==> src/rtl/ristretto_exe_stage_pkg.sv <==
// Execute-stage shared types and constants.
// Shift mode encodings and the shift dispatcher state type.
package ristretto_exe_stage_pkg;

  localparam logic [1:0] SHIFT_LEFT   = 2'd0;
  localparam logic [1:0] SHIFT_RIGHT  = 2'd1;
  localparam logic [1:0] SHIFT_ARIGHT = 2'd2;

  typedef enum logic [1:0] {
    SDISP_IDLE,
    SDISP_RUN,
    SDISP_WB
  } sdisp_state_t;

  function automatic logic shift_mode_legal(
    input logic [1:0] mode
  );
    return (mode == SHIFT_LEFT) ||
           (mode == SHIFT_RIGHT) ||
           (mode == SHIFT_ARIGHT);
  endfunction

endpackage

==> src/rtl/ristretto_shift_fastpath.sv <==
// Combinational 0/1-bit shifter for the dispatcher fast path.
// Illegal modes and a zero shift pass the operand through.
module ristretto_shift_fastpath #(
  parameter int unsigned DataWidth = 32
) (
  input  logic [DataWidth-1:0] a_i,
  input  logic                 b0_i,
  input  logic [1:0]           mode_i,
  output logic [DataWidth-1:0] result_o
);
  import ristretto_exe_stage_pkg::*;

  always_comb begin
    result_o = a_i;
    if (b0_i) begin
      unique case (1'b1)
        (mode_i == SHIFT_LEFT):
          result_o = {a_i[DataWidth-2:0], 1'b0};
        (mode_i == SHIFT_RIGHT):
          result_o = {1'b0, a_i[DataWidth-1:1]};
        (mode_i == SHIFT_ARIGHT):
          result_o = {a_i[DataWidth-1], a_i[DataWidth-1:1]};
        default:
          result_o = a_i;
      endcase
    end
  end

endmodule

==> src/rtl/ristretto_shift_dispatcher.sv <==
// Shift dispatcher: short shifts finish locally, 2..31-bit shifts
// run the sequential shifter for exactly B enable cycles.
module ristretto_shift_dispatcher #(
  parameter int unsigned DataWidth = 32
) (
  input  logic                 clk_i,
  input  logic                 rst_i,
  input  logic                 flush_i,
  input  logic                 shft_valid_i,
  output logic                 shft_ready_o,
  input  logic [DataWidth-1:0] shft_operand_a_i,
  input  logic [4:0]           shft_operand_b_i,
  input  logic [1:0]           shft_mode_i,
  input  logic [4:0]           shft_rd_i,
  output logic [DataWidth-1:0] sshft_operand_a_o,
  output logic [4:0]           sshft_operand_b_o,
  output logic [1:0]           sshft_mode_o,
  output logic                 sshft_en_o,
  input  logic                 sshft_busy_i,
  input  logic [DataWidth-1:0] sshft_result_i,
  output logic                 wb_valid_o,
  input  logic                 wb_ready_i,
  output logic [DataWidth-1:0] wb_result_o,
  output logic [4:0]           wb_rd_o
);
  import ristretto_exe_stage_pkg::*;

  sdisp_state_t         state_q, state_d;
  logic [DataWidth-1:0] a_q;
  logic [4:0]           b_q;
  logic [1:0]           mode_q;
  logic [4:0]           rd_q;
  logic [4:0]           cnt_q;
  logic                 fast_q;
  logic [DataWidth-1:0] res_q;
  logic [DataWidth-1:0] fast_res;
  logic                 accept;
  logic                 is_fast;

  ristretto_shift_fastpath #(
    .DataWidth(DataWidth)
  ) u_fastpath (
    .a_i     (shft_operand_a_i),
    .b0_i    (shft_operand_b_i[0]),
    .mode_i  (shft_mode_i),
    .result_o(fast_res)
  );

  assign accept  = shft_valid_i & shft_ready_o & ~flush_i;
  assign is_fast = (shft_operand_b_i[4:1] == 4'd0) |
                   ~shift_mode_legal(shft_mode_i);

  always_ff @(posedge clk_i) begin
    if (rst_i) begin
      state_q <= SDISP_IDLE;
    end else begin
      state_q <= state_d;
    end
  end

  always_comb begin
    state_d = state_q;
    unique case (state_q)
      SDISP_IDLE:
        if (accept) state_d = is_fast ? SDISP_WB : SDISP_RUN;
      SDISP_RUN:
        if (cnt_q == 5'd1) state_d = SDISP_WB;
      SDISP_WB:
        if (wb_ready_i) state_d = SDISP_IDLE;
      default:
        state_d = SDISP_IDLE;
    endcase
    if (flush_i) state_d = SDISP_IDLE;
  end

  always_comb begin
    shft_ready_o = (state_q == SDISP_IDLE) & ~rst_i;
    // Enable is gated combinationally so a kill stops the shifter at once
    sshft_en_o   = (state_q == SDISP_RUN) & ~flush_i & ~rst_i;
    wb_valid_o   = (state_q == SDISP_WB);
    wb_rd_o      = rd_q;
    wb_result_o  = '0;
    if (wb_valid_o) wb_result_o = fast_q ? res_q : sshft_result_i;
  end

  always_ff @(posedge clk_i) begin
    if (rst_i) begin
      a_q    <= '0;
      b_q    <= '0;
      mode_q <= '0;
      rd_q   <= '0;
      cnt_q  <= '0;
      fast_q <= 1'b0;
      res_q  <= '0;
    end else if (accept) begin
      a_q    <= shft_operand_a_i;
      b_q    <= shft_operand_b_i;
      mode_q <= shft_mode_i;
      rd_q   <= shft_rd_i;
      cnt_q  <= shft_operand_b_i;
      fast_q <= is_fast;
      res_q  <= fast_res;
    end else if (sshft_en_o) begin
      cnt_q  <= cnt_q - 5'd1;
    end
  end

  assign sshft_operand_a_o = a_q;
  assign sshft_operand_b_o = b_q;
  assign sshft_mode_o      = mode_q;

  // A slow result is only trustworthy once the shifter has gone idle
  a_busy_in_wb: assert property (
    @(posedge clk_i) disable iff (rst_i)
    (state_q == SDISP_WB && !fast_q) |-> !sshft_busy_i
  );

endmodule

==> config.mk <==
export PLATFORM = sky130hd
export DESIGN_NAME = ristretto_shift_dispatcher
export DESIGN_NICKNAME = d
export VERILOG_FILES = /design/src/rtl/ristretto_exe_stage_pkg.sv /design/src/rtl/ristretto_shift_fastpath.sv /design/src/rtl/ristretto_shift_dispatcher.sv
export SDC_FILE = /design/constraint.sdc
export NUM_CORES = 1
export LEC_CHECK = 0
export CAP_MARGIN = 20
export CORE_UTILIZATION = 40
export DETAILED_ROUTE_END_ITERATION = 10
export GPL_ROUTABILITY_DRIVEN = 0
export PLACE_DENSITY_LB_ADDON = 0.25
export SYNTH_ARGS = -nofsm -noshare
export SYNTH_HDL_FRONTEND = slang
export SYNTH_SLANG_ARGS = --single-unit
==> constraint.sdc <==
create_clock -name clk_i -period 1.9 [get_ports clk_i]
set_input_delay 0.57 -clock clk_i [delete_from_list [all_inputs] [get_ports clk_i]]
set_output_delay 0.57 -clock clk_i [all_outputs]
set_load 0.05 [all_outputs]
==> impl_metrics.xml <==
<?xml version="1.0" encoding="UTF-8"?>
<metrics>
  <group name="run_status">
    <metric name="result_of_the_run" unit="">finished, violations left</metric>
    <metric name="violations_in_the_final_reports" unit="">setup timing</metric>
  </group>
  <group name="worst_hold_path">
    <metric name="hold_class" unit="">flip-flop to flip-flop</metric>
    <metric name="worst_hold_start" unit="">wb_rd_o[4]</metric>
    <metric name="worst_min_delay_path_endpoint" unit="">wb_rd_o[4]</metric>
    <metric name="hold-path-cell-count" unit="">2</metric>
  </group>
  <group name="synthesis">
    <metric name="synthCells" unit="">589</metric>
    <metric name="synth_sequential_area_ratio" unit="%">35.9</metric>
    <metric name="post_synth_top_area_share" unit="%">35.9</metric>
    <metric name="synth.cells.most_frequent" unit="">111 x sky130_fd_sc_hd__nand2_1, 84 x sky130_fd_sc_hd__dfxtp_1, 57 x sky130_fd_sc_hd__mux2i_1</metric>
    <metric name="synth-seq-cells" unit="">84</metric>
    <metric name="post-synth-top-count-cell" unit="">sky130_fd_sc_hd__nand2_1</metric>
    <metric name="synth-edff-count" unit="">0</metric>
    <metric name="ys_top_cells_by_area" unit="">sky130_fd_sc_hd__dfxtp_1 36%, sky130_fd_sc_hd__mux2i_1 12%, sky130_fd_sc_hd__nand2_1 8.9%</metric>
    <metric name="syn_nets" unit="">673</metric>
    <metric name="synth.avg_cell_area" unit="µm²">7.95</metric>
    <metric name="synth_top_flop_cell" unit="">sky130_fd_sc_hd__dfxtp_1</metric>
    <metric name="ys_warn_count" unit="">0</metric>
    <metric name="post_synth_num_cell_types" unit="">44</metric>
    <metric name="synth_area" unit="µm²">4680</metric>
    <metric name="post-synth-top-area-cell" unit="">sky130_fd_sc_hd__dfxtp_1</metric>
    <metric name="async_sr_flop_fraction" unit="%">0</metric>
  </group>
  <group name="sta">
    <metric name="final_period_minus_worst_setup_slack" unit="ns">2.07</metric>
    <metric name="fin_worst_skew" unit="ns">0.00433</metric>
    <metric name="final-hold-violation-count" unit="">0</metric>
    <metric name="finalMaxSlewViolations" unit="">0</metric>
    <metric name="final_critical_path_setup_slack" unit="ns">-0.165</metric>
    <metric name="fmaxAchievable" unit="MHz">484</metric>
    <metric name="totalNegativeSetupSlack" unit="ns">-3.73</metric>
    <metric name="slew_headroom" unit="%">62.3</metric>
    <metric name="fin_crit_sh" unit="%">109</metric>
    <metric name="max_slew.worst_pin.slew" unit="ns">0.565</metric>
    <metric name="unrepaired_setup_endpoints_after_global_routing" unit="">true</metric>
    <metric name="report.final.setup_viol" unit="">33</metric>
  </group>
  <group name="detailed_routing">
    <metric name="detailedRoute.firstPassIterationCount" unit="">5</metric>
    <metric name="detailroute.via_count" unit="">5050</metric>
    <metric name="vias_per_cell" unit="">5.51</metric>
    <metric name="met3WireLength" unit="µm">1480</metric>
    <metric name="drc" unit="">0</metric>
    <metric name="met2_wl" unit="µm">7530</metric>
    <metric name="drt-initial-drc-count" unit="">292</metric>
    <metric name="top_layer_used_by_detailed_routing" unit="">met4</metric>
    <metric name="ant_nets" unit="">0</metric>
    <metric name="wire_length_reported_by_the_detailed_router" unit="µm">15700</metric>
    <metric name="met1Wirelength" unit="µm">6490</metric>
    <metric name="avgRoutedWirePerCell" unit="µm">17.2</metric>
  </group>
  <group name="clock_network">
    <metric name="worstSkewPairLatency" unit="ns">0.33</metric>
    <metric name="clockBufferDepth" unit="">2</metric>
    <metric name="tritoncts" unit="">yes</metric>
    <metric name="cts-htree-levels" unit="">3</metric>
    <metric name="clkTransAtPathRegs" unit="ns">0.06</metric>
    <metric name="clock_buffer_count_from_cts" unit="">9</metric>
    <metric name="cts_hold_fix_bufs" unit="">0</metric>
    <metric name="cts_sinks" unit="">84</metric>
    <metric name="root_buffer" unit="">sky130_fd_sc_hd__clkbuf_16</metric>
  </group>
  <group name="layout">
    <metric name="layout-area-overhead-vs-synth" unit="%">65.0</metric>
    <metric name="multi_input_comb_area" unit="µm²">3050</metric>
    <metric name="final-seq-area" unit="µm²">1690</metric>
    <metric name="final.fill_count" unit="">927</metric>
    <metric name="final_layout_size_suffix_gt1_share" unit="%">32.1</metric>
    <metric name="finalInstanceArea" unit="µm²">7720</metric>
    <metric name="nNetsFinal" unit="">851</metric>
  </group>
  <group name="floorplan">
    <metric name="initial_core_util" unit="%">41.0</metric>
    <metric name="die_height" unit="µm">110</metric>
    <metric name="die-width" unit="µm">110</metric>
    <metric name="die_area" unit="µm²">12100</metric>
    <metric name="core_area" unit="µm²">11400</metric>
    <metric name="io-pin-count" unit="">161</metric>
    <metric name="placementRows" unit="">39</metric>
  </group>
  <group name="pwr">
    <metric name="leakage_power" unit="nW">2.89</metric>
    <metric name="fin_total_pwr" unit="mW">4.84</metric>
    <metric name="power.density_cell_area" unit="nW/µm²">627</metric>
    <metric name="power.ir.vdd_worst" unit="mV">0.594</metric>
  </group>
  <group name="setup_path">
    <metric name="cells_along_the_critical_path" unit="">buf_12 &gt; buf_12 &gt; mux2i_4 &gt; nor2_4 &gt; buf_12</metric>
    <metric name="worst_r2r_path_depth" unit="">5</metric>
    <metric name="cp_common_cell" unit="">sky130_fd_sc_hd__buf_12</metric>
    <metric name="worst_ep_required_time" unit="ns">1.33</metric>
    <metric name="cp_slowest_cell" unit="">sky130_fd_sc_hd__dfxtp_4</metric>
    <metric name="reg_to_reg_critical_path_endpoint" unit="">fast_q</metric>
    <metric name="cpPeakStageDelay" unit="ns">0.43</metric>
    <metric name="kind_of_critical_path" unit="">flip-flop to output port</metric>
    <metric name="timing.critical_path.arrival" unit="ns">1.50</metric>
    <metric name="setup.worst_path.start_class" unit="">flip-flop</metric>
    <metric name="regToRegStartpoint" unit="">state_q[1]</metric>
    <metric name="crit_path_max_fanout" unit="">6</metric>
    <metric name="type_of_element_capturing_the_critical_path" unit="">output port</metric>
    <metric name="ff2ff_setup_slack" unit="ns">0.17</metric>
  </group>
  <group name="placement">
    <metric name="detailedPlace.worstSlack" unit="ns">-0.432</metric>
    <metric name="dp_hpwl" unit="µm">10700</metric>
    <metric name="port_buffers" unit="">159</metric>
    <metric name="place_area" unit="µm²">6950</metric>
  </group>
  <group name="flow_run">
    <metric name="max_cap_viol_count" unit="">0</metric>
  </group>
  <group name="grt">
    <metric name="grt_antenna_before_repair" unit="">1</metric>
    <metric name="gr-usage-all-layers" unit="%">24.9</metric>
    <metric name="grt.overflow.total" unit="">0</metric>
    <metric name="first_global_vias" unit="">4641</metric>
    <metric name="grt_first_pass_wirelength" unit="µm">23400</metric>
    <metric name="grt_start_max_net_pins" unit="">53</metric>
  </group>
</metrics>
==> report_power, final <==
| part | internal [mW] | switching [mW] | total, mW | leakage [nW] |
|---|---|---|---|---|
| clock | 0.986 | 0.694 | 1.68 | 0.144 |
| sequential | 1.83 | 0.0639 | 1.90 | 0.685 |
| combinational | 0.598 | 0.668 | 1.27 | 2.06 |
==> layout make-up <==
cell class	instances	share of cell area [%]
Multi-Input combinational cell	444	39.5
Timing Repair Buffer	222	32.1
Sequential cell	84	21.9
Clock buffer	12	3.45
Tap cell	143	2.32
Inverter	6	0.454
Clock inverter	4	0.292
Antenna cell	1	0.0324
==> stage by stage <==
stage | utilization (%) | instances | hold slack, ns
floorplan | - | 589 | 0.446
global route | 67.6 | 916 | 0.475
global placement | 60.9 | 886 | 0.444
finish | 67.6 | 916 | 0.454
CTS | 65.9 | 911 | 0.457
detailed placement | 60.9 | 886 | 0.449
==> layer usage <==
metal | vias to the layer above | track usage, %
met1 | 2372 | 32.3
met5 | - | 0
li1 | 2437 | -
met4 | 0 | 7.71
met2 | 222 | 40.7
met3 | 19 | 6.11
==> logic make-up after synthesis <==
| kind of cell | after synthesis | synth area share (%) |
|---|---|---|
| DFF | 84 | 35.9 |
| adders and majority gates | 2 | 0.534 |
| AOI/OAI and AO/OA | 146 | 20.6 |
| and+or+nand+nor | 236 | 22.9 |
| xor gates and xnor gates | 1 | 0.187 |
| muxes | 59 | 12.7 |
| buffers and inverters | 61 | 7.24 |
==> what timing repair did <==
item / 4_1_cts / 5_1_grt
setup buffers: 6 / 3
endpoints found under the setup margin: 36 / 66
pin swaps: 6 / 7
cloned: 3 / 2
resized for setup: 46 / 33
==> how the worst max path moves through the flow <==
| stage | from | slack (ns) | end | cells past startpoint |
|---|---|---|---|---|
| global route | fast_q | -0.20 | wb_result_o[21] | 5 |
| finish | fast_q | -0.17 | wb_result_o[21] | 5 |
| global placement | flush_i | -0.44 | sshft_en_o | 4 |
| detailed placement | flush_i | -0.43 | sshft_en_o | 4 |
| CTS | state_q[1] | -0.15 | sshft_en_o | 3 |
| floorplan | state_q[0] | -0.16 | wb_result_o[10] | 5 |
==> sequential cells by signal, summed over array words and instances, names as in the netlist <==
register,flops
state_q,2
sshft_operand_a_o,32
cnt_q,5
sshft_operand_b_o,5
sshft_mode_o,2
fast_q,1
res_q,32
wb_rd_o,5
==> critical path: cells and delay by family (launching register included) <==
family,cells,cell delay [ns]
buffers and inverters,3,0.40
AND/OR/NAND/NOR,1,0.06
flip-flops,1,0.43
multiplexers,1,0.27
==> cell usage in the layout (no fill, tap or decap), types with 16 or more instances in the layout <==
master and instances:
sky130_fd_sc_hd__nor2_1 23, sky130_fd_sc_hd__buf_12 40, sky130_fd_sc_hd__dfxtp_1 81, sky130_fd_sc_hd__a21oi_1 54
sky130_fd_sc_hd__nor2_2 19, sky130_fd_sc_hd__clkdlybuf4s50_1 67, sky130_fd_sc_hd__nand2_1 110, sky130_fd_sc_hd__mux2i_1 33
sky130_fd_sc_hd__a31oi_1 16, sky130_fd_sc_hd__nand3_1 27, sky130_fd_sc_hd__o21ai_0 29, sky130_fd_sc_hd__nand3b_1 21
sky130_fd_sc_hd__buf_4 90
Power figures use the tool's default switching activity.
